==> src/rtl/imm_gen_pipe.sv <==
// imm_gen_pipe: pipelined RV32/RV64 immediate generator built from elastic register slices.
// Define IMM_GEN_TARGET_EN to add the out_target adder (pc + imm for B, J and AUIPC).
module imm_gen_pipe #(
    parameter int XLEN   = 32,
    parameter int STAGES = 2,
    parameter int CNT_W  = 16
) (
    input  logic             clk,
    input  logic             rst_n,
    input  logic             flush,
    input  logic             in_valid,
    output logic             in_ready,
    input  logic [XLEN-1:0]  in_pc,
    input  logic [31:0]      in_instr,
    output logic             out_valid,
    input  logic             out_ready,
    output logic [XLEN-1:0]  out_pc,
    output logic [XLEN-1:0]  out_imm,
    output logic [2:0]       out_type,
    output logic [CNT_W-1:0] illegal_cnt
`ifdef IMM_GEN_TARGET_EN
    ,
    output logic [XLEN-1:0]  out_target
`endif
);
    // Handshake: a transfer happens on a rising edge where valid && ready; valid never
    // waits on ready, and while valid && !ready the payload is held stable.

    localparam logic [2:0] TY_NONE = 3'd0;
    localparam logic [2:0] TY_I    = 3'd1;
    localparam logic [2:0] TY_S    = 3'd2;
    localparam logic [2:0] TY_B    = 3'd3;
    localparam logic [2:0] TY_U    = 3'd4;
    localparam logic [2:0] TY_J    = 3'd5;
    localparam logic [2:0] TY_ILL  = 3'd7;

    logic [6:0]      opcode;
    logic [2:0]      funct3;
    logic [2:0]      dec_type;
    logic [XLEN-1:0] dec_imm;
    logic            dec_tgt;

    assign opcode = in_instr[6:0];
    assign funct3 = in_instr[14:12];

    always_comb begin
        dec_type = TY_ILL;
        dec_imm  = '0;
        dec_tgt  = 1'b0;
        case (opcode)
            7'b0010011: begin
                dec_type = TY_I;
                // Shift-immediates carry only the shamt; funct7 must not leak into imm.
                if (funct3 == 3'b001 || funct3 == 3'b101)
                    dec_imm = {{(XLEN-6){1'b0}}, (XLEN == 64) ? in_instr[25] : 1'b0, in_instr[24:20]};
                else
                    dec_imm = {{(XLEN-11){in_instr[31]}}, in_instr[30:20]};
            end
            7'b0000011, 7'b1100111, 7'b1110011: begin
                dec_type = TY_I;
                dec_imm  = {{(XLEN-11){in_instr[31]}}, in_instr[30:20]};
            end
            7'b0100011: begin
                dec_type = TY_S;
                dec_imm  = {{(XLEN-11){in_instr[31]}}, in_instr[30:25], in_instr[11:7]};
            end
            7'b1100011: begin
                dec_type = TY_B;
                dec_tgt  = 1'b1;
                dec_imm  = {{(XLEN-12){in_instr[31]}}, in_instr[7], in_instr[30:25], in_instr[11:8], 1'b0};
            end
            7'b0110111, 7'b0010111: begin
                dec_type = TY_U;
                dec_tgt  = (opcode == 7'b0010111);
                dec_imm  = {{(XLEN-31){in_instr[31]}}, in_instr[30:12], 12'b0};
            end
            7'b1101111: begin
                dec_type = TY_J;
                dec_tgt  = 1'b1;
                dec_imm  = {{(XLEN-20){in_instr[31]}}, in_instr[19:12], in_instr[20], in_instr[30:21], 1'b0};
            end
            7'b0110011: dec_type = TY_NONE;
            default:    dec_type = TY_ILL;
        endcase
    end

    logic [STAGES-1:0] v_vec;
    logic [STAGES-1:0] rdy;

    // rdy[i]: slice i may load this cycle (empty, or its entry moves downstream).
    always_comb begin : ready_chain
        logic nxt;
        rdy = '0;
        nxt = out_ready;
        for (int i = STAGES - 1; i >= 0; i--) begin
            rdy[i] = ~v_vec[i] | nxt;
            nxt    = rdy[i];
        end
    end

    assign in_ready = rdy[0] & ~flush;

    for (genvar g = 0; g < STAGES; g++) begin : g_slice
        logic            up_v;
        logic [XLEN-1:0] up_pc;
        logic [XLEN-1:0] up_imm;
        logic [2:0]      up_type;
        logic            v_q;
        logic [XLEN-1:0] pc_q;
        logic [XLEN-1:0] imm_q;
        logic [2:0]      type_q;
`ifdef IMM_GEN_TARGET_EN
        logic            up_tgt;
        logic            tgt_q;
`endif

        if (g == 0) begin : g_src
            assign up_v    = in_valid;
            assign up_pc   = in_pc;
            assign up_imm  = dec_imm;
            assign up_type = dec_type;
`ifdef IMM_GEN_TARGET_EN
            assign up_tgt  = dec_tgt;
`endif
        end else begin : g_src
            assign up_v    = g_slice[g-1].v_q;
            assign up_pc   = g_slice[g-1].pc_q;
            assign up_imm  = g_slice[g-1].imm_q;
            assign up_type = g_slice[g-1].type_q;
`ifdef IMM_GEN_TARGET_EN
            assign up_tgt  = g_slice[g-1].tgt_q;
`endif
        end

        always_ff @(posedge clk or negedge rst_n) begin
            if (!rst_n) begin
                v_q    <= 1'b0;
                pc_q   <= '0;
                imm_q  <= '0;
                type_q <= TY_NONE;
`ifdef IMM_GEN_TARGET_EN
                tgt_q  <= 1'b0;
`endif
            end else begin
                if (flush)
                    v_q <= 1'b0;
                else if (rdy[g])
                    v_q <= up_v;
                if (rdy[g] && up_v && !flush) begin
                    pc_q   <= up_pc;
                    imm_q  <= up_imm;
                    type_q <= up_type;
`ifdef IMM_GEN_TARGET_EN
                    tgt_q  <= up_tgt;
`endif
                end
            end
        end

        assign v_vec[g] = v_q;
    end

    assign out_valid = v_vec[STAGES-1];
    assign out_pc    = g_slice[STAGES-1].pc_q;
    assign out_imm   = g_slice[STAGES-1].imm_q;
    assign out_type  = g_slice[STAGES-1].type_q;

`ifdef IMM_GEN_TARGET_EN
    logic [XLEN-1:0] target_q;

    // The adder sits in front of the last slice so the sum is registered with its entry.
    always_ff @(posedge clk or negedge rst_n) begin
        if (!rst_n)
            target_q <= '0;
        else if (rdy[STAGES-1] && g_slice[STAGES-1].up_v && !flush)
            target_q <= g_slice[STAGES-1].up_tgt
                      ? g_slice[STAGES-1].up_pc + g_slice[STAGES-1].up_imm : '0;
    end

    assign out_target = target_q;
`endif

    logic [CNT_W-1:0] illegal_cnt_q;

    always_ff @(posedge clk or negedge rst_n) begin
        if (!rst_n)
            illegal_cnt_q <= '0;
        else if (out_valid && out_ready && out_type == TY_ILL && illegal_cnt_q != '1)
            illegal_cnt_q <= illegal_cnt_q + 1'b1;
    end

    assign illegal_cnt = illegal_cnt_q;

endmodule

==> config.mk <==
export PLATFORM = sky130hd
export DESIGN_NAME = imm_gen_pipe
export DESIGN_NICKNAME = d
export VERILOG_FILES = /design/src/rtl/imm_gen_pipe.sv
export SDC_FILE = /design/constraint.sdc
export NUM_CORES = 1
export LEC_CHECK = 0
export BUFFER_PORTS_ARGS = -buffer_cell sky130_fd_sc_hd__buf_2
export CAP_MARGIN = 15
export CORE_UTILIZATION = 54
export CTS_CLUSTER_DIAMETER = 150
export CTS_CLUSTER_SIZE = 25
export DETAILED_ROUTE_END_ITERATION = 7
export PLACE_DENSITY = 0.8
export RECOVER_POWER = 100
export SLEW_MARGIN = 20
export SYNTH_ARGS = -nofsm -noshare
export SYNTH_HDL_FRONTEND = slang
export SYNTH_SLANG_ARGS = --single-unit
==> constraint.sdc <==
create_clock -name clk -period 2.3 [get_ports clk]
set_input_delay 0.115 -clock clk [delete_from_list [all_inputs] [get_ports clk]]
set_output_delay 0.115 -clock clk [all_outputs]
set_load 0.01 [all_outputs]
==> results.toml <==
[logic_synthesis]
synthesis.nets = 604
ffs_latches_synth = 152
postSynthCellCount = 534
synth.largest_area_cell = "sky130_fd_sc_hd__dfrtp_1"
avgSynthCellArea_um2 = 12.1
postSynth.asyncResetShare_pct = 100
ys_seq_area_share_pct = 58.8
synth.top_cell.area_share_pct = 58.8
synth.top_cells.by_count = "152 x sky130_fd_sc_hd__dfrtp_1, 130 x sky130_fd_sc_hd__nand2_1, 69 x sky130_fd_sc_hd__mux2_2, 20 x sky130_fd_sc_hd__o21ai_2"
most_frequent_cell_after_synthesis = "sky130_fd_sc_hd__dfrtp_1"
synth-warning-count = 0
synthTopCellsByArea = "sky130_fd_sc_hd__dfrtp_1 59%, sky130_fd_sc_hd__mux2_2 12%, sky130_fd_sc_hd__nand2_1 7.5%, sky130_fd_sc_hd__o21ai_2 2.7%, sky130_fd_sc_hd__xnor2_1 1.6%"
synth_enable_flop_cells = 0
synth.distinct_cells = 56
syn_area_mm2 = 0.00647
yosys_most_used_dff = "sky130_fd_sc_hd__dfrtp_1"

[timing]
slew_viol_final = 28
final_min_period_over_clock_period_pct = 91.3
period_needed_ns = 2.10
maxClockFrequency_mhz = 476
hold_viol_final = 0
timing.clock.skew_ns = 0.00548
rsz0062_at_grt = "false"
setup_viol = 0
max-slew-margin-rel_pct = -12.7
final_critical_path_setup_slack_ns = 0.199
fin_tns_setup_ns = 0
timing_worst_slew_pin_value_ns = 1.69

[layout]
finalInstanceArea_mm2 = 0.00820
layout.core_utilization_pct = 70.9
insertedDiodeCount = 0
fillerInstances = 882
fin_nets = 811
areaGrowthSynthToFinish_pct = 26.6
final_layout_size_suffix_gt1_share_pct = 25.6

[clock_tree]
postCtsResizedCells = 0
ctsLongestPathBuffers = 2
post-cts-setup-buffer-count = 0
ctsHtreeMaxLevel = 4
cts.sink_count = 152
worst_setup_hold_path_clk_slew_ns = 0.06
cts_tree = "built"
worstSkewPairLatency_ns = 0.41
cts_buffers = 17
cts_hold_bufs = 52
clockRootBuffer = "sky130_fd_sc_hd__clkbuf_16"

[route]
total_via_count_after_detailed_routing = 4958
viasPerCell = 5.53
detail_route.drc_violations = 11
first_pass_iters = 6
route.antenna.remaining_nets = 0
routed_len_inst_um = 17.1
routed_wl_um = 15300
drt_iter0_markers = 377

[floorplan]
num_rows = 39
initial_utilization_pct = 56.0
chip_height_um = 111
ioPinCount = 154
design.core.area_mm2 = 0.0116
die_width_um = 111
dieArea_mm2 = 0.0124

[critical_path]
critical_path_arrival_ns = 2.44
worst-endpoint-required_ns = 2.64
critPathLaunchType = "flip-flop"
timing_worst_setup_path_type = "flip-flop to flip-flop"
path_max_fanout = 37
critical_path.endpoint_type = "flip-flop"

[power_and_ir_drop]
power_per_cell_area_mw_per_mm2 = 807
net_switching_power_figure_uw = 1670
finalPower_uw = 6610
internal_power_uw = 4940
static-leakage-power_uw = 0.00385
pwr-share-comb_pct = 13.3
share_clk_of_total_power_pct = 39.7
sequentialPowerShare_pct = 47.0
worst_supply_voltage_drop_on_vdd_mv = 0.464
switching_share_pct = 25.2

[grt]
global_route_wire_length_before_repair_um = 25400
global_route.overflow_total = 0
first_global_vias = 5235
largest_net_degree_at_the_start_of_global_routing = 69
antenna_found_initial = 0
grtUsageTotal_pct = 26.3

[place]
finalWeightedCongestion = 0.958
dpl-instance-area_mm2 = 0.00734
place_worst_setup_slack_ns = 0.215
detailed_place_hpwl_um = 9900
buffer_ports.inserted = 153

[outcome]
outcome = "complete, but fails checks"
failed_checks = "design-rule violations, max-capacitance violations, max-slew violations"

[flow_run]
max_cap_violations = 1

[hold_path]
path_category_of_the_worst_min_delay_check = "input port to flip-flop"
-- power by group through the flow --
| stage | clock (uW) | sequential [uW] | combinational [uW] |
|---|---|---|---|
| final | 2630 | 3110 | 876 |
| after global routing | 2790 | 3140 | 953 |
| after CTS | 2670 | 3100 | 928 |
| after detailed placement | 0 | 3140 | 857 |
| after global placement | 0 | 3120 | 824 |
| after floorplan | 0 | 3200 | 371 |
-- placed cells by master, fill, tap and decap left out, types with 2 or more instances in the layout --
cell	count
sky130_fd_sc_hd__a21oi_1	13
sky130_fd_sc_hd__a21oi_2	2
sky130_fd_sc_hd__a22oi_1	11
sky130_fd_sc_hd__a32o_1	10
sky130_fd_sc_hd__a32oi_1	4
sky130_fd_sc_hd__buf_2	67
sky130_fd_sc_hd__buf_4	7
sky130_fd_sc_hd__bufinv_16	2
sky130_fd_sc_hd__clkbuf_1	90
sky130_fd_sc_hd__clkbuf_16	17
sky130_fd_sc_hd__clkbuf_2	2
sky130_fd_sc_hd__clkinv_2	7
sky130_fd_sc_hd__dfrtp_1	152
sky130_fd_sc_hd__dlygate4sd3_1	52
sky130_fd_sc_hd__inv_1	8
sky130_fd_sc_hd__mux2_2	69
sky130_fd_sc_hd__nand2_1	129
sky130_fd_sc_hd__nand3_1	13
sky130_fd_sc_hd__nand4_1	5
sky130_fd_sc_hd__nor2_1	13
sky130_fd_sc_hd__nor2b_1	3
sky130_fd_sc_hd__nor3_1	2
sky130_fd_sc_hd__o21ai_0	27
sky130_fd_sc_hd__o22a_1	2
sky130_fd_sc_hd__o22ai_1	2
sky130_fd_sc_hd__o31ai_4	2
sky130_fd_sc_hd__xnor2_1	12
sky130_fd_sc_hd__xor2_1	2
-- flip-flops by register name, summed over array words and instances (netlist names) --
| register | count |
|---|---|
| g_slice.imm_q | 32 |
| g_slice.pc_q | 32 |
| g_slice.type_q | 3 |
| g_slice.v_q | 1 |
| illegal_cnt | 16 |
| out_imm | 32 |
| out_pc | 32 |
| out_type | 3 |
| out_valid | 1 |
-- logic make-up after synthesis --
family	after synthesis	share of synthesized area [%]
AO/OA/AOI/OAI	79	10.5
XOR/XNOR	15	2.15
flip-flops	152	58.8
multiplexers	69	12.0
AND/OR/NAND/NOR	181	12.8
buffers and inverters	37	3.56
adder cells (fa/ha/maj)	1	0.193
-- path summary, 6_finish.rpt --
check                                          from                    to  slack (ns)  cells after the start
min in group asynchronous                     rst_n        illegal_cnt[4]        0.68                      2
max in group asynchronous                     rst_n  g_slice[0].imm_q[10]        0.41                      3
worst min-delay path                   in_instr[16]  g_slice[0].imm_q[16]        0.02                      3
worst max-delay path                      out_valid   g_slice[0].imm_q[6]        0.20                      6
worst min register to register  g_slice[0].pc_q[27]   g_slice[0].pc_q[27]        0.48                      2
worst max register to register            out_valid   g_slice[0].imm_q[6]        0.20                      6
-- cell type report --
| class | count | area, um2 | area share [%] |
|---|---|---|---|
| repair buffers | 216 | 1270 | 15.5 |
| clock buffers | 22 | 454 | 5.54 |
| clock inverters | 10 | 103 | 1.25 |
| well taps | 143 | 179 | 2.18 |
| multi-input cells | 345 | 2350 | 28.7 |
| inverters | 9 | 33.8 | 0.412 |
| flip-flops and latches | 152 | 3800 | 46.4 |
-- per-stage QoR --
stage | hold WS, ns | std cells
global route | 0.0225 | 897
global placement | 0.00782 | 813
finish | 0.0166 | 897
floorplan | -0.181 | 534
detailed placement | 0.0106 | 813
CTS | 0.00178 | 897
-- worst max-delay path, cell delays in order (launching register included) --
cell and delay (ns):
sky130_fd_sc_hd__dfrtp_1 0.39, sky130_fd_sc_hd__nor2b_1 0.20, sky130_fd_sc_hd__a21oi_1 0.28, sky130_fd_sc_hd__and2_1 0.27, sky130_fd_sc_hd__buf_4 0.43, sky130_fd_sc_hd__o31a_4 0.27, sky130_fd_sc_hd__a32o_1 0.18
-- per-layer routing --
layer,part of all wire [%],vias to the layer above,global-route usage [%]
met3,5.4,40,7.13
met2,51,181,44.9
li1,-,2250,-
met5,0,-,0
met1,41,2487,31.2
met4,2.4,0,11.7
(Power assumes the default switching activity.)
